`config.mk`:
```
export PLATFORM = sky130hd
export DESIGN_NAME = control_unit
export DESIGN_NICKNAME = d
export VERILOG_FILES = /design/src/rtl/ctrl_pkg.sv /design/src/rtl/pc_counter.sv /design/src/rtl/control_unit.sv
export SDC_FILE = /design/constraint.sdc
export NUM_CORES = 1
export LEC_CHECK = 0
export CAP_MARGIN = 20
export CORE_MARGIN = 2
export CORE_UTILIZATION = 58
export CTS_BUF_LIST = sky130_fd_sc_hd__clkbuf_4
export DETAILED_ROUTE_END_ITERATION = 8
export DONT_BUFFER_PORTS = 1
export PLACE_DENSITY = 0.73
export SETUP_SLACK_MARGIN = 0.05
export SLEW_MARGIN = 20
export SYNTH_ARGS = -nofsm -noshare
export SYNTH_HDL_FRONTEND = slang
export SYNTH_HIERARCHICAL = 1
export SYNTH_SLANG_ARGS = --single-unit
```
`constraint.sdc`:
```
create_clock -name clk -period 2.1 [get_ports clk]
set_clock_uncertainty 0.2 [all_clocks]
set_input_delay 0.315 -clock clk [delete_from_list [all_inputs] [get_ports clk]]
set_output_delay 0.315 -clock clk [all_outputs]
set_load 0.05 [all_outputs]
```
`src/rtl/ctrl_pkg.sv`:
```
// Shared definitions for the instruction controller: FSM state encoding,
// opcode constants, ALU select codes (also used by the ALU) and the
// opcode -> first-execute-state decode used in DECODE.
package ctrl_pkg;

  typedef enum logic [3:0] {
    INIT   = 4'd0,
    FETCH  = 4'd1,
    DECODE = 4'd2,
    LOAD_A = 4'd3,
    LOAD_B = 4'd4,
    STORE  = 4'd5,
    ADD    = 4'd6,
    SUB    = 4'd7,
    NOOP   = 4'd8,
    HALT   = 4'd9
  } state_t;

  typedef logic [3:0] opcode_t;

  localparam opcode_t OP_NOOP  = 4'b0000;
  localparam opcode_t OP_STORE = 4'b0001;
  localparam opcode_t OP_LOAD  = 4'b0010;
  localparam opcode_t OP_ADD   = 4'b0011;
  localparam opcode_t OP_SUB   = 4'b0100;
  localparam opcode_t OP_HALT  = 4'b0101;

  localparam logic [2:0] ALU_PASS = 3'b000;
  localparam logic [2:0] ALU_ADD  = 3'b001;
  localparam logic [2:0] ALU_SUB  = 3'b010;

  // Undefined opcodes fall through to NOOP.
  function automatic state_t decode_state(input opcode_t op);
    case (op)
      OP_STORE: return STORE;
      OP_LOAD:  return LOAD_A;
      OP_ADD:   return ADD;
      OP_SUB:   return SUB;
      OP_HALT:  return HALT;
      default:  return NOOP;
    endcase
  endfunction

endpackage

```
`src/rtl/pc_counter.sv`:
```
// Program counter register.
// Ports: clk, reset_n (sync, active low), inc (advance by one), pc (current value).
// Incrementing past 2**PC_W-1 wraps to 0 through natural overflow.
module pc_counter #(
  parameter int PC_W = 7
) (
  input  logic            clk,
  input  logic            reset_n,
  input  logic            inc,
  output logic [PC_W-1:0] pc
);

  always_ff @(posedge clk) begin
    if (!reset_n)  pc <= '0;
    else if (inc)  pc <= pc + 1'b1;
  end

endmodule

```
`src/rtl/control_unit.sv`:
```
// Multi-cycle controller ahead of the datapath: fetches a 16-bit word from a
// synchronous instruction ROM, decodes it and drives the datapath controls one
// FSM state at a time (one instruction in flight, no overlap).
// Ports:
//   clk, reset_n          clock, synchronous active-low reset
//   im_addr / im_data     instruction ROM address out / read data in (1-cycle latency)
//   D_Addr, D_WriteEn     data memory address / write enable
//   MuxS                  reg-file write source (0 = memory q, 1 = ALU_Out)
//   RegF_W_addr/_W_en     reg-file write port
//   RegF_Ra_addr/_Rb_addr reg-file read ports
//   ALU_S                 ALU function select
//   halted                high while in HALT
// Optional: define CONTROL_UNIT_DEBUG_EN to add dbg_state, dbg_pc, dbg_ir,
// which mirror the state, PC and IR registers.
module control_unit
  import ctrl_pkg::*;
#(
  parameter int PC_W    = 7,
  parameter int INSTR_W = 16
) (
  input  logic               clk,
  input  logic               reset_n,
  output logic [PC_W-1:0]    im_addr,
  input  logic [INSTR_W-1:0] im_data,
  output logic [3:0]         D_Addr,
  output logic               D_WriteEn,
  output logic               MuxS,
  output logic [3:0]         RegF_W_addr,
  output logic               RegF_W_en,
  output logic [3:0]         RegF_Ra_addr,
  output logic [3:0]         RegF_Rb_addr,
  output logic [2:0]         ALU_S,
  output logic               halted
`ifdef CONTROL_UNIT_DEBUG_EN
  ,
  output logic [3:0]         dbg_state,
  output logic [PC_W-1:0]    dbg_pc,
  output logic [INSTR_W-1:0] dbg_ir
`endif
);

  state_t             state, state_nxt;
  logic [INSTR_W-1:0] ir;
  logic [PC_W-1:0]    pc;
  logic               in_decode;

  // ROM data for the FETCH address is valid during DECODE, so IR capture
  // and PC advance both happen on the DECODE edge. PC is therefore frozen
  // in every other state, including HALT.
  assign in_decode = (state == DECODE);

  pc_counter #(.PC_W(PC_W)) u_pc (
    .clk     (clk),
    .reset_n (reset_n),
    .inc     (in_decode),
    .pc      (pc)
  );

  // The ROM address simply follows PC; only the FETCH-cycle value matters.
  assign im_addr = pc;

  always_ff @(posedge clk) begin
    if (!reset_n) begin
      state <= INIT;
      ir    <= '0;
    end else begin
      state <= state_nxt;
      if (in_decode) ir <= im_data;
    end
  end

  always_comb begin
    state_nxt    = state;
    D_Addr       = 4'd0;
    D_WriteEn    = 1'b0;
    MuxS         = 1'b0;
    RegF_W_addr  = 4'd0;
    RegF_W_en    = 1'b0;
    RegF_Ra_addr = 4'd0;
    RegF_Rb_addr = 4'd0;
    ALU_S        = ALU_PASS;
    halted       = 1'b0;
    case (state)
      INIT:   state_nxt = FETCH;
      FETCH:  state_nxt = DECODE;
      DECODE: state_nxt = decode_state(im_data[15:12]);
      STORE: begin
        RegF_Ra_addr = ir[11:8];
        D_Addr       = ir[7:4];
        D_WriteEn    = 1'b1;
        state_nxt    = FETCH;
      end
      LOAD_A: begin
        D_Addr    = ir[7:4];
        state_nxt = LOAD_B;
      end
      // Memory q is valid one cycle after the address; write it back now.
      LOAD_B: begin
        D_Addr      = ir[7:4];
        RegF_W_addr = ir[3:0];
        RegF_W_en   = 1'b1;
        state_nxt   = FETCH;
      end
      ADD, SUB: begin
        RegF_Ra_addr = ir[11:8];
        RegF_Rb_addr = ir[7:4];
        RegF_W_addr  = ir[3:0];
        MuxS         = 1'b1;
        ALU_S        = (state == ADD) ? ALU_ADD : ALU_SUB;
        RegF_W_en    = 1'b1;
        state_nxt    = FETCH;
      end
      NOOP:    state_nxt = FETCH;
      HALT: begin
        halted    = 1'b1;
        state_nxt = HALT;
      end
      default: state_nxt = INIT;
    endcase
  end

  // Execute states must always hold the opcode that selected them.
  a_add_op: assert property (@(posedge clk) disable iff (!reset_n)
    (state == ADD) |-> (ir[15:12] == OP_ADD));
  a_sub_op: assert property (@(posedge clk) disable iff (!reset_n)
    (state == SUB) |-> (ir[15:12] == OP_SUB));
  a_one_wen: assert property (@(posedge clk) disable iff (!reset_n)
    !(D_WriteEn && RegF_W_en));

`ifdef CONTROL_UNIT_DEBUG_EN
  assign dbg_state = state;
  assign dbg_pc    = pc;
  assign dbg_ir    = ir;
`endif

endmodule

```
==> out/metrics.yaml <==
synth-simple-area-share: 0.334
drc: 0
setup_ws_ps: 38.1
ys_seq_elements: 23
drv_cap: 0
routed_wl_mm: 3.93
cp-endpoint: "u_pc/pc[5]$_SDFFE_PN0P_"
first_global_vias: 1229
post-route-util: 0.921
synth_top_cell_by_area: "dfxtp_1"
nNetsFinal: 208
synth_compound_area_frac: 0.165
placed_area_um2: 1510
die_h_um: 49.0
synth.distinct_cells: 31
hpwl_mm: 1.95
synth_cells: 144
slew_viol_final: 0
cts_made_buffers: 3
rsz0062_at_grt: "true"
io-pin-count: 48
yosys_warnings: 6
synth.area.top_cells: "dfxtp_1 39%, nand2_1 9.3%, and2_1 9.0%"
drt_iter0_markers: 46
syn_nets: 163
seq_area_um2: 468
finalCritPeriodShare: 0.982
multi_input_area_um2: 718
r2r_slack_ps: 40
clkTransAtPathRegs_ps: 130
wl_per_cell_um: 18.3
place.gp.congestion: 0.864
start_util: 0.606
grt_use_total: 0.339
coreArea_um2: 1940
viasPerCell: 5.75
clock_latency_ps: 320
worstSetupStartpointType: "flip-flop"
antenna_cells: 0
power_density_nw_per_um2: 521
timing.fmax_mhz: 485
setup_violations: 0
detail_route.first_pass.iterations: 4
synth_xor_area_frac: 0.0298
overflow: 0
period_minus_slack_ps: 2060
drive_above_1_share: 0.362
dieArea_um2: 2400
clock_sinks: 23
port_buffers: 0
crit_arrival_ps: 2110
ir_drop_mv: 0.705
htreeDepth: 1
hold_path.class: "in2reg"
synth_fa_ha_area_frac: 0.0106
p_leak_uw: 0.000727
dp_cells: 195
ys_seq_area_frac: 0.391
status: "complete, no violations"
final_area_um2: 1790
synth_top_area_share: 0.391
grt_pass1_wl_mm: 6.06
hold_viol: 0
end_kind: "flip-flop"
critical_path_class: "reg2reg"
rr_endpoint: "u_pc/pc[5]$_SDFFE_PN0P_"
worst_r2r_path_depth: 5
ant_nets: 0
die_w_um: 49.0
synth_top_family_by_area: "simple AND/OR/NAND/NOR gates"
tritoncts: "done"
synthToLayoutAreaGrowth_pct: 52.1
cts_buffer_depth: 2
synthMuxAreaShare: 0.00851
pre_cts_slack_ps: 154
crit_start: "state[0]$_SDFF_PN0_"
fillers: 70
vias: 1237
slew_headroom: 0.578
path_max_fanout: 6
rows: 16
fin_hold_ws_ps: 0.744
grt_max_degree: 15
finish.cell_count_without_fillers: 215
netlist_area_um2: 1180
critPathRequiredTime_ps: 2150
synth.avg_cell_area_um2: 8.17
tightest_slew_ps: 633
antenna_found_initial: 0
cts_root_buf: "clkbuf_4"
rr_startpoint: "state[0]$_SDFF_PN0_"
[state kept, by name (all words and copies together) (netlist names)]
name,cells
ir,12
u_pc/pc,7
state,4
[worst max-delay path: stages, from the launching register on]
cell and delay, ps:
dfxtp_4 400, or4b_4 570, clkinv_4 100, nand4_1 150, or3_1 380, a21boi_1 200
[kinds of logic (layout without fill, tap and decap cells)]
kind of cell | count (synthesis) | after routing
mux | 1 | 1
other cells | 1 | 1
flops | 23 | 23
fa+ha+maj | 1 | 1
simple gates | 75 | 75
buf+inv | 11 | 55
xor+xnor | 4 | 4
compound gates | 28 | 28
[synth_stat cells, drive strengths merged]
master,instances
ha,1
a21boi,2
a21oi,14
xor2,1
nand2,29
a31oi,2
nand2b,3
mux2i,1
conb,1
or4b,1
nand3b,2
clkinv,1
and3,5
o21ai,7
a2111oi,1
inv,3
or3,3
nor2,5
o2111ai,1
dfxtp,23
nor2b,5
buf,5
nor3b,2
clkbuf,2
nand4,3
o21ba,1
and2,17
xnor2,3
[timing repair]
| item | in CTS | in global routing |
|---|---|---|
| pin swaps | 0 | 5 |
| gates resized for setup | 5 | 26 |
| hold endpoints to repair | 21 | 0 |
| setup buffers | 0 | 3 |
| hold buffers | 13 | 0 |
| setup endpoints to repair | 17 | 21 |
[cells in the final DEF, fill, tap and decap left out]
master          n
or3_1           3
xor2_1          1
a21oi_1         4
clkinv_4        1
a2111oi_0       1
buf_6           1
a31oi_1         2
dfxtp_1        19
buf_12          8
nand2_1        29
buf_4          21
and3_1          5
xnor2_1         3
nand2b_1        1
nor2b_1         3
a21boi_1        2
clkbuf_4        4
nand4_1         3
and2_4          8
o21ai_0         7
dfxtp_2         3
or4b_4          1
nor2b_4         2
nor3b_2         1
conb_1          1
and2_1          9
nor2_4          1
ha_1            1
nand3b_1        2
a21oi_2        10
nand2b_4        2
buf_8           4
dfxtp_4         1
o21ba_1         1
nor3b_1         1
dlygate4sd3_1  13
mux2i_1         1
o2111ai_1       1
inv_1           3
nor2_1          4
[metal layers]
| metal | vias up | GRT usage | routed length (um) |
|---|---|---|---|
| li1 | 568 | - | - |
| met1 | 587 | 0.404 | 1560 |
| met2 | 67 | 0.578 | 1950 |
| met3 | 15 | 0.0767 | 290 |
| met4 | 0 | 0.162 | 122 |
| met5 | - | 0 | 0 |
[layout make-up]
cell class / instances / share of cell area
clock buffer: 4 / 0.0168
inverter: 4 / 0.0112
multi-input combinational: 110 / 0.401
sequential: 23 / 0.262
tap: 27 / 0.0189
timing repair buffer: 47 / 0.290
[how the worst min path moves through the flow]
| stage | startpoint | endpoint | slack [ps] | depth (start not counted) |
|---|---|---|---|---|
| detailed placement | reset_n | u_pc/pc[3]$_SDFFE_PN0P_ | 240 | 1 |
| global route | im_data[15] | state[0]$_SDFF_PN0_ | 20 | 3 |
| CTS | im_data[15] | state[2]$_SDFF_PN0_ | 30 | 3 |
| global placement | ir[2]$_SDFFE_PN0P_ | ir[2]$_SDFFE_PN0P_ | 240 | 2 |
| finish | im_data[15] | state[2]$_SDFF_PN0_ | 0.7 | 3 |
| floorplan | ir[0]$_SDFFE_PN0P_ | ir[0]$_SDFFE_PN0P_ | 230 | 2 |
[where the power goes]
| part | internal [uW] | switching [uW] |
|---|---|---|
| registers | 463 | 24.1 |
| clock network | 87.4 | 143 |
| logic | 88.3 | 126 |
[metrics by stage]
step | TNS (ps) | power (uW)
after floorplan | 0 | 614
after global placement | 0 | 638
after detailed placement | 0 | 645
after CTS | 0 | 880
after global routing | -1.49 | 960
final | 0 | 932
Note: power is estimated with default switching activity, not from simulation.
